$ cat config.mk
export PLATFORM = sky130hd
export DESIGN_NAME = seq_detect_param
export DESIGN_NICKNAME = d
export VERILOG_FILES = /design/src/rtl/seq_detect_pkg.sv /design/src/rtl/seq_hit_counter.sv /design/src/rtl/seq_detect_param.sv
export SDC_FILE = /design/constraint.sdc
export NUM_CORES = 1
export LEC_CHECK = 0
export CORE_AREA = 2 2 39 41
export CTS_CLUSTER_DIAMETER = 40
export DETAILED_ROUTE_END_ITERATION = 16
export DIE_AREA = 0 0 41 43
export SLEW_MARGIN = 20
export SYNTH_ARGS = -nofsm -noshare
export SYNTH_HDL_FRONTEND = slang
export SYNTH_HIERARCHICAL = 1
export SYNTH_SLANG_ARGS = --single-unit
$ cat constraint.sdc
create_clock -name Clk -period 3.1 [get_ports Clk]
set_input_delay 0.465 -clock Clk [delete_from_list [all_inputs] [get_ports Clk]]
set_output_delay 0.465 -clock Clk [all_outputs]
set_load 0.02 [all_outputs]
$ cat src/rtl/seq_detect_pkg.sv
// Shared defaults and output-mode constants for seq_detect_param and seq_hit_counter.
package seq_detect_pkg;

  localparam int unsigned DEF_PAT_LEN = 4;
  localparam logic [31:0] DEF_PATTERN = 32'b1110;
  localparam int unsigned DEF_CNT_W   = 8;

  localparam int unsigned MODE_MOORE  = 0;
  localparam int unsigned MODE_MEALY  = 1;

endpackage

$ cat src/rtl/seq_hit_counter.sv
// Saturating match counter with synchronous clear; clear wins over a same-edge increment.
module seq_hit_counter
  import seq_detect_pkg::*;
#(
  parameter int unsigned CNT_W = DEF_CNT_W
) (
  input  logic             Clk,
  input  logic             Reset,
  input  logic             inc,
  input  logic             clr,
  output logic [CNT_W-1:0] cnt
);

  logic [CNT_W-1:0] cnt_q, cnt_d;

  always_comb begin
    cnt_d = cnt_q;
    if (clr) begin
      cnt_d = '0;
    end else if (inc && (cnt_q != '1)) begin
      cnt_d = cnt_q + CNT_W'(1);
    end
  end

  always_ff @(posedge Clk) begin
    if (Reset) begin
      cnt_q <= '0;
    end else begin
      cnt_q <= cnt_d;
    end
  end

  assign cnt = cnt_q;

endmodule

$ cat src/rtl/seq_detect_param.sv
// Serial pattern detector: window of the last PAT_LEN-1 accepted bits plus a fill count.
// The hit counter exists only when SEQ_DETECT_HIT_CNT_EN is defined; otherwise Hit_cnt is 0.
module seq_detect_param
  import seq_detect_pkg::*;
#(
  parameter int unsigned PAT_LEN = DEF_PAT_LEN,
  parameter logic [31:0] PATTERN = DEF_PATTERN,
  parameter int unsigned MEALY   = MODE_MOORE,
  parameter int unsigned OVERLAP = 1,
  parameter int unsigned CNT_W   = DEF_CNT_W
) (
  input  logic             Clk,
  input  logic             Reset,
  input  logic             En,
  input  logic             Din,
  input  logic             Cnt_clr,
  output logic             Dout,
  output logic [CNT_W-1:0] Hit_cnt
);

  localparam int unsigned WW = PAT_LEN - 1;
  localparam int unsigned FW = $clog2(PAT_LEN);
  localparam logic [FW-1:0] F_FULL = FW'(PAT_LEN - 1);

  if (PAT_LEN < 2 || PAT_LEN > 32) begin : g_bad_len
    $error("seq_detect_param: PAT_LEN must be in 2..32");
  end
  if (MEALY != MODE_MOORE && MEALY != MODE_MEALY) begin : g_bad_mode
    $error("seq_detect_param: MEALY must be 0 or 1");
  end

  logic [WW-1:0] win_q, win_d;
  logic [FW-1:0] fill_q, fill_d;
  logic          match;

  assign match = En && (fill_q == F_FULL) && ({win_q, Din} == PATTERN[PAT_LEN-1:0]);

  // Truncating cast drops the oldest bit, which also covers PAT_LEN=2 (1-bit window).
  always_comb begin
    win_d  = win_q;
    fill_d = fill_q;
    if (En) begin
      win_d = WW'({win_q, Din});
      if (match && (OVERLAP == 0)) begin
        fill_d = '0;
      end else if (fill_q != F_FULL) begin
        fill_d = fill_q + FW'(1);
      end
    end
  end

  always_ff @(posedge Clk) begin
    if (Reset) begin
      win_q  <= '0;
      fill_q <= '0;
    end else begin
      win_q  <= win_d;
      fill_q <= fill_d;
    end
  end

  if (MEALY == MODE_MEALY) begin : g_mealy
    assign Dout = match;
  end else begin : g_moore
    logic dout_q;
    always_ff @(posedge Clk) begin
      if (Reset) begin
        dout_q <= 1'b0;
      end else begin
        dout_q <= match;
      end
    end
    assign Dout = dout_q;
  end

`ifdef SEQ_DETECT_HIT_CNT_EN
  seq_hit_counter #(
    .CNT_W(CNT_W)
  ) u_hit_cnt (
    .Clk  (Clk),
    .Reset(Reset),
    .inc  (match),
    .clr  (Cnt_clr),
    .cnt  (Hit_cnt)
  );
`else
  logic unused_cnt_clr;
  assign unused_cnt_clr = Cnt_clr;
  assign Hit_cnt        = '0;
`endif

endmodule

==> results of run 1 <==
through the flow:
| stage | cells | utilization (%) |
|---|---|---|
| 2_1_floorplan | 39 | - |
| 3_3_place_gp | 51 | 24.6 |
| 3_5_place_dp | 51 | 24.6 |
| 5_1_grt | 54 | 26.2 |
| 6_report | 54 | 26.2 |
| 4_1_cts | 54 | 26.2 |
where the power goes:
group | switching, mW | internal [mW]
sequential | 0.00245 | 0.0814
clock | 0.0273 | 0.0437
combinational | 0.0155 | 0.0111
flip-flops by register name, indices dropped and copies added, names as in the netlist:
name / flops
win_q: 3
fill_q: 2
Dout: 1
layer usage:
layer	global-route usage [%]	vias up	wire length, um
li1	-	104	-
met1	6.75	102	192
met2	8.44	9	201
met3	3.14	0	46
met4	6.00	0	0
met5	0	-	0
worst paths after layout:
| path | from | end | slack (ns) | cells after the start |
|---|---|---|---|---|
| worst max-delay path | Dout | Dout | 1.51 | 1 |
| worst min-delay path | win_q[0] | Dout | 0.48 | 2 |
| worst max register to register | fill_q[0] | fill_q[0] | 1.97 | 3 |
| worst min register to register | win_q[0] | Dout | 0.48 | 2 |
cell usage after synthesis:
cell type | count | area [sq um]
conb_1 | 1 | 3.75
mux2_4 | 1 | 15.0
nor2b_1 | 1 | 6.26
nand2b_1 | 2 | 12.5
nand2_1 | 1 | 3.75
dfxtp_1 | 6 | 120
nand4bb_1 | 1 | 11.3
nand4b_1 | 1 | 8.76
mux2i_1 | 2 | 20.0
buf_4 | 8 | 60.1
a21oi_1 | 1 | 5.00
nor3_1 | 1 | 5.00
ha_1 | 1 | 12.5
o21ai_1 | 1 | 5.00
nor2_1 | 3 | 11.3
nor2b_4 | 1 | 13.8
logic make-up (layout without fill, tap and decap cells):
logic type | Yosys count | count (layout) | synth area share, %
buf+inv | 8 | 7 | 19.1
other cells | 1 | 8 | 1.19
compound gates | 2 | 2 | 3.18
fa+ha+maj | 1 | 1 | 3.98
flops | 6 | 6 | 38.2
simple gates | 11 | 11 | 23.1
mux | 3 | 3 | 11.2
final cells by class:
cell class	count	area, sq um
clock buffers	3	22.5
repair buffers	4	40.0
well taps	16	20.0
multi-input cells	25	160
fillers	152	1020
flip-flops and latches	6	120
==> qor.yml, run 1 <==
run_status:
  status: "finished clean"
layout:
  num_antenna_cells: 0
  fin_nets: 46
  design_area_sq_um: 363
  drive_gt1_share_pct: 13.2
  final_cell_mix: "conb_1, dfxtp_1, clkdlybuf4s50_1"
  syn2layout_area_growth_pct: 15.5
  final_common_cell: "conb_1"
routing:
  wirelength_um: 440
  drc_errors: 0
  drtPass1Iterations: 2
  via_count: 215
  wl_per_cell_um: 8.15
  drt_iter0_markers: 2
  viasPerCell: 3.98
  ant_nets: 0
sta:
  clock_skew_ns: 0.00209
  holdWs_ns: 0.476
  final.period_utilization_pct: 51.4
  worst_slack_ns: 1.51
  fin_crit_ns: 1.59
  finalHoldViolations: 0
  setup_violations: 0
  fin_tns_setup_ns: 0
  slew_violations: 0
  fmax_mhz: 628
  rsz0062_at_grt: "no"
clock_network:
  ctsHoldBuffers: 0
  ctsResizeCount: 0
  cts.sinks: 6
  clkTransAtPathRegs_ns: 0.04
  cts_setup_buffers: 0
  clk_latency_ns: 0.24
  cts_tree: "done"
  cts_buffers: 3
  root_buffer: "clkbuf_4"
  clk_path_buf_depth: 2
  htree_levels: 1
grt:
  first_global_vias: 194
  grt_max_degree: 9
  grtUsageTotal_pct: 6.33
  grt_pass1_wl_um: 703
  overflow: 0
  antenna_found_initial: 0
synthesis:
  yosysWarnings: 6
  netlist_area_sq_um: 314
  synth-seq-cells: 6
  post_synth.cell_area_avg_sq_um: 9.81
  synth_cell_types: 16
  netlist_instances: 32
  ys_seq_area_share_pct: 38.2
critical_path:
  slowest_stage: "clkdlybuf4s50_1"
  crit_buf_inv: 1
  endpoint_kind: "primary output"
  crit_family: "buffers and inverters"
  worstSetupPathType: "register to primary output"
  crit_required_ns: 2.63
  path_max_fanout: 1
  startpoint_type: "register"
  max_stage_delay_ns: 0.59
  crit_chain: "clkdlybuf4s50_1"
  crit_arrival_ns: 1.13
power:
  peakVddDrop_mv: 0.117
  p_per_area_nw_per_um2: 500
  p_leak_nw: 0.158
  p_total_uw: 181
min_path:
  min_path_type: "register to register"
place:
  post-place-ws_ns: 1.39
  portBuffers: 4
  gp_routability_congestion: 0.618
  post-dp-hpwl_um: 338
  placement.cell_area_sq_um: 340
floorplan:
  dieArea_sq_um: 1760
  fp-row-count: 14
  fp.dieH_um: 43
  die_w_um: 41
  start_util_pct: 22.7
  io_pins: 14
  core_sq_um: 1380
flow_run:
  cap_violations: 0
Power figures use the tool's default switching activity.
==> run 2, diff against run 1 <==
==> constraint.sdc (replaced) <==
create_clock -name Clk -period 1.6 [get_ports Clk]
set_input_delay 0.24 -clock Clk [delete_from_list [all_inputs] [get_ports Clk]]
set_output_delay 0.24 -clock Clk [all_outputs]
set_load 0.02 [all_outputs]
==> run 2 against run 1 <==
Effect of this change:
- via count down 3.3%
- cell count grew 1.9%
- register-to-register slack lost 1.5 ns
- first-iteration DRC count grew to 2.5 times the previous value
- routed wire length is 0.23% lower
- die area unchanged
- worst hold slack got worse by 0.0056 ns
- critical path type unchanged
- sequential cell count unchanged
- clock power rose by 99%
- power up 97%
==> qor.yml, run 2 (synthesis results as in run 1) <==
sta:
  clock_skew_ns: 0.00485  # was 0.00209 ns
  setup_violations: 0  # unchanged
  slew_violations: 0  # unchanged
  fin_crit_ns: 1.37
  rsz0062_at_grt: "no"  # unchanged
  finalHoldViolations: 0  # unchanged
  fin_tns_setup_ns: 0  # unchanged
  final.period_utilization_pct: 85.8
  fmax_mhz: 728
grt:
  first_global_vias: 165  # was 194
  grt_max_degree: 9  # unchanged
  antenna_found_initial: 0  # unchanged
  grt_pass1_wl_um: 690  # was 703 um
  overflow: 0  # unchanged
  grtUsageTotal_pct: 6.63  # was 6.33%
floorplan:
  dieArea_sq_um: 1760  # unchanged
  io_pins: 14  # unchanged
  die_w_um: 41  # unchanged
  fp.dieH_um: 43  # unchanged
  start_util_pct: 22.7  # unchanged
  core_sq_um: 1380  # unchanged
  fp-row-count: 14  # unchanged
place:
  gp_routability_congestion: 0.621  # was 0.618
  portBuffers: 4  # unchanged
power:
  p_per_area_nw_per_um2: 964  # was 500 nW/um^2
  p_leak_nw: 0.163  # was 0.158 nW
  peakVddDrop_mv: 0.369  # was 0.117 mV
  intPower_uw: 266  # was 136 uW
  switching_share_pct: 25.6  # was 24.9%
  combPwrFrac_pct: 14.9  # was 14.6%
  p_total_uw: 357  # was 181 uW
  clkPwrFrac_pct: 39.6  # was 39.1%
  seqPwrFrac_pct: 45.6  # was 46.2%
  switching_power_uw: 91.3  # was 45.2 uW
critical_path:
  startpoint_type: "register"  # unchanged
  crit_buf_inv: 1  # unchanged
  worstSetupPathType: "register to primary output"  # unchanged
  crit_chain: "clkdlybuf4s50_1"  # unchanged
  path_max_fanout: 1  # unchanged
  r2r_cells: 3  # unchanged
  max_stage_delay_ns: 0.59  # about the same
  crit_required_ns: 1.36  # was 2.63 ns
  cp.depth: 1  # unchanged
  crit_arrival_ns: 1.13  # about the same
  crit_family: "buffers and inverters"  # unchanged
  endpoint_kind: "primary output"  # unchanged
  slowest_stage: "clkdlybuf4s50_1"  # unchanged
flow_run:
  cap_violations: 0  # unchanged
clock_network:
  ctsResizeCount: 0  # unchanged
  ctsHoldBuffers: 0  # unchanged
  cts_setup_buffers: 0  # unchanged
  clk_latency_ns: 0.25  # was 0.24 ns
  cts_tree: "done"  # unchanged
  htree_levels: 1  # unchanged
  cts.sinks: 6  # unchanged
  root_buffer: "clkbuf_4"  # unchanged
  clkTransAtPathRegs_ns: 0.05  # was 0.04 ns
  cts_buffers: 3  # unchanged
  clk_path_buf_depth: 2  # unchanged
routing:
  wl_per_cell_um: 7.98  # was 8.15 um
  drtPass1Iterations: 2  # unchanged
  via_count: 208  # was 215
  ant_nets: 0  # unchanged
  viasPerCell: 3.78  # was 3.98
  drc_errors: 0  # unchanged
  wirelength_um: 439  # was 440 um
  drt_iter0_markers: 5  # was 2
min_path:
  min_path_type: "register to register"  # unchanged
  worstHoldPathCells: 2  # unchanged
layout:
  fin_nets: 47  # was 46
  final_cell_mix: "conb_1, dfxtp_1, clkdlybuf4s50_1"  # unchanged
  num_antenna_cells: 0  # unchanged
  drive_gt1_share_pct: 15.4  # was 13.2%
  syn2layout_area_growth_pct: 17.9  # was 15.5%
  fillers: 147  # was 152
  top_register: "win_q"  # unchanged
  final_common_cell: "conb_1"  # unchanged
  largest_register_ffs: 3  # unchanged
run_status:
  status: "finished clean"  # unchanged
-- run 2: changes by cell type in the layout (fill, tap and decap cells not counted), sizes merged --
cell  before  now
buf        0    1
-- run 2: metrics by stage --
stage          instances  hold slack, ns  area, sq um  util [%]  setup slack [ns]
5_1_grt               55           0.483          370      26.8             0.177
3_3_place_gp          52           0.460          348      25.1             0.295
4_1_cts               55           0.472          370      26.8             0.212
3_5_place_dp          52           0.469          348      25.1             0.276
6_report              55           0.470          370      26.8             0.227
2_1_floorplan         39           0.309          340         -             0.534
-- run 2: final timing paths --
kind         slack [ns]      start        end
max reg2reg        0.48  fill_q[0]  fill_q[0]
min reg2reg        0.47   win_q[2]       Dout
max                0.23       Dout       Dout
min                0.47   win_q[2]       Dout
-- run 2: power by group through the flow --
stage	sequential, mW	combinational (mW)	clock, mW
6_report	0.163	0.0531	0.141
5_1_grt	0.164	0.0581	0.159
4_1_cts	0.162	0.0535	0.150
3_5_place_dp	0.165	0.0533	0
3_3_place_gp	0.165	0.0524	0
2_1_floorplan	0.164	0.0523	0
-- run 2: final cells by class --
cell class,count,area [sq um],share of cell area [%]
clock buffer,3,22.5,6.08
multi-input combinational,25,160,43.2
sequential,6,120,32.4
tap,16,20.0,5.41
timing repair buffer,5,47.5,12.8
-- run 2: routing by layer --
layer,routed length [um],part of all wire [%],vias to the layer above,global-route usage [%]
li1,-,-,106,-
met1,216,49,90,8.06
met2,147,33,12,6.25
met3,74,17,0,7.85
met4,0,0,0,4.00
met5,0,0,-,0
==> run 3, diff against run 2 <==
--- a/config.mk
+++ b/config.mk
@@ -9,6 +9,7 @@
 export CTS_CLUSTER_DIAMETER = 40
 export DETAILED_ROUTE_END_ITERATION = 16
 export DIE_AREA = 0 0 41 43
+export SKIP_LAST_GASP = 1
 export SLEW_MARGIN = 20
 export SYNTH_ARGS = -nofsm -noshare
 export SYNTH_HDL_FRONTEND = slang
==> results of run 3 <==
No change in the layout: final DEF, timing and power equal those of run 2.
